File: config.mk
export PLATFORM = sky130hd
export DESIGN_NAME = systolic_skew_feeder
export DESIGN_NICKNAME = d
export VERILOG_FILES = /design/src/rtl/systolic_skew_feeder.sv
export SDC_FILE = /design/constraint.sdc
export NUM_CORES = 1
export LEC_CHECK = 0
export BUFFER_PORTS_ARGS = -buffer_cell sky130_fd_sc_hd__buf_2
export CAP_MARGIN = 15
export CORE_MARGIN = 1.5
export CORE_UTILIZATION = 44
export CTS_CLUSTER_SIZE = 24
export DETAILED_ROUTE_END_ITERATION = 6
export PLACE_DENSITY = 0.71
export SYNTH_ARGS = -nofsm -noshare
export SYNTH_HDL_FRONTEND = slang
export SYNTH_SLANG_ARGS = --single-unit
export TNS_END_PERCENT = 50
File: constraint.sdc
create_clock -name clk -period 12.6 [get_ports clk]
set_input_delay 2.52 -clock clk [delete_from_list [all_inputs] [get_ports clk]]
set_output_delay 2.52 -clock clk [all_outputs]
set_load 0.05 [all_outputs]
File: src/rtl/systolic_skew_feeder.sv
// Front end for an N x N systolic multiply array: captures A/B, clears the array, feeds skewed vectors, returns out_matrix.
// Optional SKEW_FEEDER_B_COLMAJOR_EN: mat_b is taken column-major instead of row-major.
module systolic_skew_feeder #(
  parameter int MATRIX_SIZE  = 3,
  parameter int DATA_SIZE    = 8,
  parameter int DRAIN_CYCLES = 3
) (
  input  logic                 clk,
  input  logic                 reset,
  input  logic                 in_valid,
  output logic                 in_ready,
  input  logic [DATA_SIZE-1:0] mat_a   [0:MATRIX_SIZE*MATRIX_SIZE-1],
  input  logic [DATA_SIZE-1:0] mat_b   [0:MATRIX_SIZE*MATRIX_SIZE-1],
  output logic                 arr_clr,
  output logic [DATA_SIZE-1:0] arr_a   [0:MATRIX_SIZE-1],
  output logic [DATA_SIZE-1:0] arr_b   [0:MATRIX_SIZE-1],
  input  logic [DATA_SIZE-1:0] arr_sum [0:MATRIX_SIZE*MATRIX_SIZE-1],
  output logic                 result_valid,
  input  logic                 result_ready,
  output logic [DATA_SIZE-1:0] result  [0:MATRIX_SIZE*MATRIX_SIZE-1]
);

  localparam int N   = MATRIX_SIZE;
  localparam int NN  = N * N;
  localparam int TW  = $clog2(3 * N) + 1;
  localparam int DCW = $clog2(DRAIN_CYCLES) + 1;
  localparam int IW  = (NN > 1) ? $clog2(NN) : 1;
  localparam logic [TW-1:0]  T_LAST = TW'(3 * N - 3);
  localparam logic [DCW-1:0] D_LAST = DCW'(DRAIN_CYCLES - 1);

  typedef enum logic [2:0] {IDLE, CLEAR, FEED, DRAIN, DONE} state_t;

  state_t               state, state_next;
  logic [TW-1:0]        t, t_next;
  logic [DCW-1:0]       d, d_next;
  logic [DATA_SIZE-1:0] a_buf  [0:NN-1];
  logic [DATA_SIZE-1:0] b_buf  [0:NN-1];
  logic [DATA_SIZE-1:0] a_feed [0:N-1];
  logic [DATA_SIZE-1:0] b_feed [0:N-1];

  // Buffer index of B[row][col] for the configured storage order.
  function automatic logic [IW-1:0] b_index(input int row, input int col);
`ifdef SKEW_FEEDER_B_COLMAJOR_EN
    return IW'(col * N + row);
`else
    return IW'(row * N + col);
`endif
  endfunction

  assign in_ready     = (state == IDLE);
  assign arr_clr      = (state == CLEAR);
  assign result_valid = (state == DONE);

  always_comb begin
    state_next = state;
    t_next     = t;
    d_next     = d;
    case (state)
      IDLE:  if (in_valid) state_next = CLEAR;
      CLEAR: begin
        state_next = FEED;
        t_next     = '0;
      end
      FEED: begin
        if (t == T_LAST) begin
          state_next = DRAIN;
          t_next     = '0;
          d_next     = '0;
        end else begin
          t_next = t + 1'b1;
        end
      end
      DRAIN: begin
        if (d == D_LAST) begin
          state_next = DONE;
          d_next     = '0;
        end else begin
          d_next = d + 1'b1;
        end
      end
      DONE:    if (result_ready) state_next = IDLE;
      default: state_next = IDLE;
    endcase
  end

  // Skew is computed for the step being entered so the registered outputs line up with FEED cycle t.
  always_comb begin
    int k;
    k = 0;
    for (int i = 0; i < N; i++) begin
      a_feed[i] = '0;
      b_feed[i] = '0;
    end
    if (state_next == FEED) begin
      for (int i = 0; i < N; i++) begin
        k = int'(t_next) - i;
        if (k >= 0 && k < N) begin
          a_feed[i] = a_buf[IW'(i * N + k)];
          b_feed[i] = b_buf[b_index(k, i)];
        end
      end
    end
  end

  always_ff @(posedge clk) begin
    if (state == IDLE && in_valid) begin
      a_buf <= mat_a;
      b_buf <= mat_b;
    end
  end

  always_ff @(posedge clk) begin
    if (reset) begin
      state  <= IDLE;
      t      <= '0;
      d      <= '0;
      arr_a  <= '{default: '0};
      arr_b  <= '{default: '0};
      result <= '{default: '0};
    end else begin
      state <= state_next;
      t     <= t_next;
      d     <= d_next;
      arr_a <= a_feed;
      arr_b <= b_feed;
      if (state == DRAIN && state_next == DONE) result <= arr_sum;
    end
  end

endmodule

# Yosys cells after proc, flatten, opt, wreduce, memory -nomap -nowiden
# Cells that the tools add are included.
word_totals:
  ff_bits: 275
  inputBits: 220
  output_inout_bits: 123
  elab_cells: 117
op_classes:
  add_sub_neg: 8
  multipliers: 3
  magnitude_cmp: 12
  eq_ne: 9
  mux: 28
  bitwise_logic: 10
  n_reduce_logical: 11
ops:
  columns: ["op", "n"]
  rows:
  - ["$bmux W8 S4", 6]
  - ["$mux W8", 12]
  - ["$mux W3", 6]
  - ["$ge A4 B5 Y1 const B", 3]
  - ["$ge A5 B5 Y1 const B", 3]
  - ["$not A4 Y5", 3]
  - ["$pmux W3 S5", 1]
  - ["$eq A3 B2 Y1 const B", 4]
  - ["$ge A6 B1 Y1 const B", 2]
  - ["$lt A6 B3 Y1 const B", 2]
  - ["$mul A6 B3 Y4 const B", 2]
  - ["$not A4 Y4", 3]
  - ["$pmux W5 S2", 1]
  - ["$reduce_or A3 Y1", 3]
  - ["$eq A3 B3 Y1 const B", 2]
  - ["$pmux W3 S2", 1]
  - ["$sub A5 B1 Y6 const B", 1]
  - ["$sub A5 B2 Y6 const B", 1]
  - ["$add A5 B1 Y5 const B", 1]
  - ["$eq A5 B3 Y1 const B", 1]
  - ["$ge A5 B1 Y1 const B", 1]
  - ["$logic_and A1 B1 Y1", 5]
  - ["$lt A5 B2 Y1 const B", 1]
  - ["$mul A5 B2 Y4 const B", 1]
  - ["12 further kinds", 15]

# Logic depth before layout (Yosys ltp)
logic_depth:
  ltp_word: 10
  ltp_mapped: 20
  mapped_depth_nobuf: 18

# Least setup slack after synthesis
# OpenSTA, ideal clock, no wires.
synth_timing:
  path_type: "input to register"
  start: "input port in_valid"
  end: "register a_buf[0] in the netlist's numbering (enable)"
  setup_time_ns: 0.521
  arrival_ns: 5.826
  required_time_ns: 12.079
  setup_slack_ns: 6.253
  path_stages: 1
  path_buffers: 0
  path_cell_list: "and2_1"
synth_between:
  elab_chain_len: 1
synth_rtl:
  columns: ["element", "line_no", "text"]
  rows:
  - ["start, declared", "10", "input logic in_valid,"]
  - ["$logic_and A1 B1 Y1", "106", "if (state == IDLE && in_valid) begin"]
  - ["end signal, assigned", "107", "a_buf <= mat_a;"]
  - ["end, declared", "36", "logic [DATA_SIZE-1:0] a_buf [0:NN-1];"]
# Every way passes these cells.
# A chain may end at the register's enable or synchronous reset.

# Final worst setup path
layout_timing:
  start: "register t[0]"
  end: "register arr_b[8] in the netlist's numbering"
layout_between:
  elab_chain_len: 10
  elab_cells_between_ends: 20
  classes_between: "add/sub: 3; mul: 1; order compare: 2; eq/ne: 2; mux: 7; bitwise: 3; reduce/logical: 2"
layout_rtl:
  columns: ["element", "line_no", "text"]
  rows:
  - ["start, declared", "34", "logic [TW-1:0] t, t_next;"]
  - ["start signal, assigned", "122", "t <= t_next;"]
  - ["$add A5 B1 Y5 / $eq A5 B3 Y1 (equally long branches)", "70, 65", null]
  - ["$mux W5", "65", "if (t == T_LAST) begin"]
  - ["$pmux W5 S2", "58", "case (state)"]
  - ["$sub A5 B1 Y6", "96", "k = int'(t_next) - i;"]
  - ["$mul A6 B3 Y4", "46", "return IW'(row * N + col);"]
  - ["$add A4 B2 Y4", "46", null]
  - ["$not A4 Y5 (implied by the code)", "99", "b_feed[i] = b_buf[b_index(k, i)];"]
  - ["$bmux W8 S4", "99", null]
  - ["$mux W8 (implied by the code) (2 in series)", "99", null]
  - ["end signal, assigned", "118", "arr_b <= '{default: '0};"]
  - ["end signal, assigned", "125", "arr_b <= b_feed;"]
  - ["end, declared", "16", "output logic [DATA_SIZE-1:0] arr_b [0:MATRIX_SIZE-1],"]
# Parallel ways exist; a longest one is shown, timed or not. The select of a mux whose other input is x is not followed.

==> report_table.html <==
<table>
<tr><th>Metric</th><th>Value</th></tr>
<tr><th colspan="2">Cells and area</th></tr>
<tr><td>Post-synthesis to final-layout area growth</td><td>25.1%</td></tr>
<tr><td>Cell Count, Final, Fillers Out</td><td>1731</td></tr>
<tr><td>Filler Cell Count</td><td>2326</td></tr>
<tr><td>Fraction of layout instances using a drive strength above 1</td><td>33.7%</td></tr>
<tr><td>Design area</td><td>15100 µm²</td></tr>
<tr><td>Final #Nets</td><td>1607</td></tr>
<tr><th colspan="2">Die</th></tr>
<tr><td>Standard cell core area</td><td>26900 µm²</td></tr>
<tr><td>Starting utilization of the core area</td><td>44.8%</td></tr>
<tr><td>Number of placement rows</td><td>60</td></tr>
<tr><td>Area of the die</td><td>28400 µm²</td></tr>
<tr><td>Die outline width</td><td>168 µm</td></tr>
<tr><td>I/O pin count</td><td>343</td></tr>
<tr><td>Vertical extent of the die</td><td>168 µm</td></tr>
<tr><th colspan="2">Placed design</th></tr>
<tr><td>Placed instance count</td><td>1671</td></tr>
<tr><td>Placer congestion estimate</td><td>0.886</td></tr>
<tr><td>HPWL after detailed placement</td><td>22.6 mm</td></tr>
<tr><td>Worst slack after detailed placement</td><td>6750 ps</td></tr>
<tr><td>Total placed instance area</td><td>14000 µm²</td></tr>
<tr><td>Number of buffers inserted by port buffering</td><td>342</td></tr>
<tr><th colspan="2">Clock network</th></tr>
<tr><td>Register clock-pin slew on the reported worst setup and hold paths</td><td>60 ps</td></tr>
<tr><td>Cell chosen for the clock root</td><td>sky130_fd_sc_hd__clkbuf_16</td></tr>
<tr><td>Number of instances resized during post-cts repair</td><td>0</td></tr>
<tr><td># hold bufs at CTS</td><td>0</td></tr>
<tr><td>Clock latency on the worst-skew pair</td><td>550 ps</td></tr>
<tr><td>TritonCTS clock tree</td><td>yes</td></tr>
<tr><td>Post-CTS setup-driven buffer insertion count</td><td>0</td></tr>
<tr><td>Htree depth</td><td>1</td></tr>
<tr><td>Clock Tree Buf Depth</td><td>3</td></tr>
<tr><td>Total number of clock tree sinks</td><td>275</td></tr>
<tr><td>Inserted Clock Buffers</td><td>30</td></tr>
<tr><th colspan="2">Global routing</th></tr>
<tr><td>Most used routing layer</td><td>met2</td></tr>
<tr><td>Global-route wire length before repair</td><td>48.5 mm</td></tr>
<tr><td>Overall track demand over capacity in global routing</td><td>21.8%</td></tr>
<tr><td>Number of global-route vias before repair</td><td>9001</td></tr>
<tr><td>Maximum number of pins on one net before global-route repair</td><td>85</td></tr>
<tr><td>Total overflow reported by the global router</td><td>0</td></tr>
<tr><td>GR Util met2</td><td>36.1%</td></tr>
<tr><td>Antenna violations before repair</td><td>3</td></tr>
<tr><td>Met1 Usage GRT</td><td>28.4%</td></tr>
<tr><td>Met3 track demand over resource</td><td>4.70%</td></tr>
<tr><th colspan="2">Timing</th></tr>
<tr><td>Tightest slew margin relative to the limit</td><td>22.4%</td></tr>
<tr><td>Period utilisation layout</td><td>46.7%</td></tr>
<tr><td>Setup repair after global routing missed its margin</td><td>no</td></tr>
<tr><td>Clock period minus final worst setup slack</td><td>5880 ps</td></tr>
<tr><td>Final Hold Viols</td><td>0</td></tr>
<tr><td>Final worst setup slack</td><td>6720 ps</td></tr>
<tr><td>Final setup violating endpoints</td><td>0</td></tr>
<tr><td>Max Fclk</td><td>170 MHz</td></tr>
<tr><td>Measured slew at the worst slew-check pin</td><td>1160 ps</td></tr>
<tr><td>Clock Skew</td><td>9.26 ps</td></tr>
<tr><td>Count of pins over their slew limit</td><td>0</td></tr>
<tr><td>Sum of negative setup slack</td><td>0 ps</td></tr>
<tr><th colspan="2">Setup path</th></tr>
<tr><td>Largest stage delay, worst path</td><td>910 ps</td></tr>
<tr><td>Data arrival time of the worst path</td><td>6300 ps</td></tr>
<tr><td>Worst setup EP type</td><td>register</td></tr>
<tr><td>Worst Setup Path Type</td><td>reg2reg</td></tr>
<tr><td>Worst path slowest cell</td><td>sky130_fd_sc_hd__clkinv_1</td></tr>
<tr><td>Critical Path Most Common Cell</td><td>sky130_fd_sc_hd__ha_1</td></tr>
<tr><td>Worst endpoint required time</td><td>13020 ps</td></tr>
<tr><td>Critical-path cell list</td><td>inv_1 &gt; ha_1 &gt; nand4bb_1 &gt; nand2_2 &gt; o2bb2ai_2 &gt; buf_4 &gt; ha_1 &gt; clkinv_1 &gt; ha_1 &gt; fa_1 &gt; xnor2_1 &gt; xnor2_1 &gt; inv_1 &gt; nand3_1 &gt; o22ai_1 &gt; a221oi_1 &gt; nor2_1</td></tr>
<tr><td>Highest fanout seen on the critical path</td><td>27</td></tr>
<tr><td>Kind of start point of the critical path</td><td>register</td></tr>
<tr><th colspan="2">Logic synthesis</th></tr>
<tr><td>Number of synthesis warnings</td><td>0</td></tr>
<tr><td>Compound-Gate Fraction of Synth Area</td><td>10.8%</td></tr>
<tr><td>Most frequently used flop master after synthesis</td><td>sky130_fd_sc_hd__edfxtp_1</td></tr>
<tr><td>Sequential fraction of the synthesis area</td><td>57.7%</td></tr>
<tr><td>Main combinational cell family by area after synthesis</td><td>multiplexers</td></tr>
<tr><td>XOR/XNOR Fraction of Synth Area</td><td>1.56%</td></tr>
<tr><td>Synthesized instance count</td><td>1031</td></tr>
<tr><td>Syn Nets</td><td>1275</td></tr>
<tr><td>Number of library cell types mapped by synthesis</td><td>70</td></tr>
<tr><td>Cell types occupying the most area after synthesis</td><td>sky130_fd_sc_hd__edfxtp_1 36%, sky130_fd_sc_hd__dfxtp_1 22%, sky130_fd_sc_hd__mux2i_1 8.2%</td></tr>
<tr><td>Async S/R FF share, synth</td><td>0%</td></tr>
<tr><td>Synthesis-stage register bit count</td><td>275</td></tr>
<tr><td>Adder-Cell Fraction of Synth Area</td><td>2.62%</td></tr>
<tr><td>Post-synth EDFFs</td><td>144</td></tr>
<tr><td>Cell taking the most area after synthesis</td><td>sky130_fd_sc_hd__edfxtp_1</td></tr>
<tr><td>Mean cell area of the mapped netlist</td><td>11.7 µm²</td></tr>
<tr><td>Post-synth top area share</td><td>35.9%</td></tr>
<tr><td>Multiplexer share of the synthesized area</td><td>13.8%</td></tr>
<tr><td>Simple logic cell fraction of the synthesized area</td><td>10.9%</td></tr>
<tr><td>Post-synth design cell area</td><td>12000 µm²</td></tr>
<tr><th colspan="2">Hold path</th></tr>
<tr><td>Worst min-delay path category</td><td>reg2reg</td></tr>
<tr><th colspan="2">Power</th></tr>
<tr><td>Power per Cell Area</td><td>165 nW/µm²</td></tr>
<tr><td>Switching power summed over all nets</td><td>720 µW</td></tr>
<tr><td>Clock network fraction of design power</td><td>35.3%</td></tr>
<tr><td>VDD IR max</td><td>0.122 mV</td></tr>
<tr><td>Logic pwr share</td><td>22.9%</td></tr>
<tr><td>Internal power summed over all cells</td><td>1.77 mW</td></tr>
<tr><td>Power share of the sequential group</td><td>41.7%</td></tr>
<tr><td>Leak pwr</td><td>6.29 nW</td></tr>
<tr><td>Switching share of total power</td><td>28.9%</td></tr>
<tr><td>Overall Power</td><td>2.49 mW</td></tr>
<tr><th colspan="2">Flow run</th></tr>
<tr><td># Max-Cap Violations</td><td>0</td></tr>
<tr><th colspan="2">Route</th></tr>
<tr><td># DRC</td><td>0</td></tr>
<tr><td>DRT iter0 DRCs</td><td>814</td></tr>
<tr><td>Routed Wire Length</td><td>32.3 mm</td></tr>
<tr><td>DR vias</td><td>9343</td></tr>
<tr><td>Per-cell via count in the routed design</td><td>5.40</td></tr>
<tr><td>Number of nets with antenna violations after detailed routing</td><td>0</td></tr>
<tr><td>Per-cell routed wire length</td><td>18.6 µm</td></tr>
<tr><td>Total iterations of the first detailed-routing run</td><td>5</td></tr>
<tr><th colspan="2">Run status</th></tr>
<tr><td>Status</td><td>complete, no violations</td></tr>
</table>
registers in the layout (all words and copies together) (netlist names):
signal and flops:
a_buf 72, arr_a 24, arr_b 24, b_buf 72, d 3, result 72, state 3, t 5
power groups by stage:
stage	registers [mW]	logic, mW	clock network, mW
2_1_floorplan	1.07	0.422	0
3_3_place_gp	1.06	0.560	0
3_5_place_dp	1.06	0.566	0
4_1_cts	1.04	0.569	0.899
5_1_grt	1.04	0.619	0.933
6_report	1.04	0.571	0.879
path summary, 6_finish.rpt:
| kind | slack (ps) | endpoint | start | cells after the start |
|---|---|---|---|---|
| setup / recovery | 6720 | arr_b[8] | t[0] | 17 |
| hold / removal | 450 | result[55] | result[55] | 2 |
| setup reg to reg | 6720 | arr_b[8] | t[0] | 17 |
| hold reg to reg | 450 | result[55] | result[55] | 2 |
synthesized netlist by cell type (3+ instances only):
| cell | n |
|---|---|
| sky130_fd_sc_hd__xnor2_1 | 10 |
| sky130_fd_sc_hd__nand2b_1 | 6 |
| sky130_fd_sc_hd__and2_1 | 5 |
| sky130_fd_sc_hd__and3_1 | 3 |
| sky130_fd_sc_hd__mux2i_1 | 99 |
| sky130_fd_sc_hd__o2bb2ai_1 | 4 |
| sky130_fd_sc_hd__nor2b_1 | 15 |
| sky130_fd_sc_hd__a22oi_1 | 17 |
| sky130_fd_sc_hd__buf_2 | 9 |
| sky130_fd_sc_hd__dfxtp_1 | 131 |
| sky130_fd_sc_hd__mux2_2 | 32 |
| sky130_fd_sc_hd__o2111ai_1 | 9 |
| sky130_fd_sc_hd__a222oi_1 | 3 |
| sky130_fd_sc_hd__buf_1 | 3 |
| sky130_fd_sc_hd__nor2_1 | 37 |
| sky130_fd_sc_hd__ha_1 | 22 |
| sky130_fd_sc_hd__a21oi_1 | 100 |
| sky130_fd_sc_hd__o22ai_1 | 10 |
| sky130_fd_sc_hd__nand2_1 | 194 |
| sky130_fd_sc_hd__a32oi_1 | 4 |
| sky130_fd_sc_hd__a311oi_1 | 3 |
| sky130_fd_sc_hd__inv_1 | 18 |
| sky130_fd_sc_hd__a221oi_1 | 14 |
| sky130_fd_sc_hd__mux4_2 | 14 |
| sky130_fd_sc_hd__nor3_1 | 9 |
| sky130_fd_sc_hd__xor2_1 | 3 |
| sky130_fd_sc_hd__clkbuf_1 | 36 |
| sky130_fd_sc_hd__nand3_1 | 15 |
| sky130_fd_sc_hd__edfxtp_1 | 144 |
| sky130_fd_sc_hd__nand4_1 | 3 |
| sky130_fd_sc_hd__a31oi_1 | 5 |
| sky130_fd_sc_hd__a22o_1 | 8 |
through the flow:
stage          hold WS (ps)  util (%)
2_1_floorplan           468         -
3_3_place_gp            438      52.2
3_5_place_dp            443      52.2
4_1_cts                 451      56.0
5_1_grt                 464      56.0
6_report                449      56.0
cells by family (layout without fill, tap and decap cells):
kind of cell / Yosys count / count (layout)
AND/OR/NAND/NOR: 302 / 302
flip-flops: 275 / 275
AO/OA/AOI/OAI: 197 / 197
multiplexers: 145 / 145
buffers and inverters: 72 / 428
adder cells (fa/ha/maj): 24 / 24
XOR/XNOR: 16 / 16
other: 0 / 3
cell type report:
type                       instances  area [µm²]  share of cell area, %
antenna                            3        7.51                 0.0499
clock buffer                      40         857                   5.69
clock inverter                    16         145                  0.964
inverter                          20        77.6                  0.515
multi-input combinational        684        4810                   32.0
sequential                       275        6950                   46.1
tap                              341         427                   2.83
timing repair buffer             352        1780                   11.9
worst max-delay path, delay by kind of cell (launching register included):
kind,cells,cell delay (ps)
adders and majority gates,4,1950
buffers and inverters,4,1530
and+or+nand+nor,4,670
AOI/OAI and AO/OA,3,570
xor gates and xnor gates,2,520
DFF,1,490
per-layer routing:
metal	vias up	wire (µm)
li1	4451	-
met2	385	15600
met4	0	871
met1	4443	13500
met3	64	2350
met5	-	0
cells in the final DEF (no fill, tap or decap), types with 3 or more instances in the layout:
cell type                    netlist  final
sky130_fd_sc_hd__nand2_1         194    193
sky130_fd_sc_hd__diode_2           0      3
sky130_fd_sc_hd__nor3_1            9      9
sky130_fd_sc_hd__mux2_2           32     32
sky130_fd_sc_hd__a32oi_1           4      4
sky130_fd_sc_hd__dfxtp_1         131    131
sky130_fd_sc_hd__a311oi_1          3      3
sky130_fd_sc_hd__buf_4             1      9
sky130_fd_sc_hd__nand4_1           3      3
sky130_fd_sc_hd__a22oi_1          17     17
sky130_fd_sc_hd__xnor2_1          10     10
sky130_fd_sc_hd__a21oi_1         100    100
sky130_fd_sc_hd__nand3_1          15     15
sky130_fd_sc_hd__mux4_2           14     14
sky130_fd_sc_hd__nor2_1           37     35
sky130_fd_sc_hd__mux2i_1          99     99
sky130_fd_sc_hd__a31oi_1           5      5
sky130_fd_sc_hd__buf_2             9    343
sky130_fd_sc_hd__clkbuf_16         0     31
sky130_fd_sc_hd__and3_1            3      3
sky130_fd_sc_hd__a22o_1            8      8
sky130_fd_sc_hd__o2111ai_1         9      8
sky130_fd_sc_hd__o22ai_1          10     10
sky130_fd_sc_hd__and2_1            5      4
sky130_fd_sc_hd__a221oi_1         14     14
sky130_fd_sc_hd__ha_1             22     22
sky130_fd_sc_hd__nand2_2           2      3
sky130_fd_sc_hd__clkbuf_8          0      4
sky130_fd_sc_hd__clkinvlp_4        0      4
sky130_fd_sc_hd__clkinv_2          0      8
sky130_fd_sc_hd__inv_1            18     18
sky130_fd_sc_hd__a222oi_1          3      3
sky130_fd_sc_hd__o2bb2ai_1         4      3
sky130_fd_sc_hd__edfxtp_1        144    144
sky130_fd_sc_hd__nor2b_1          15     15
sky130_fd_sc_hd__xor2_1            3      3
sky130_fd_sc_hd__clkbuf_1         36      3
sky130_fd_sc_hd__nand2b_1          6      6
(Power assumes the default switching activity.)
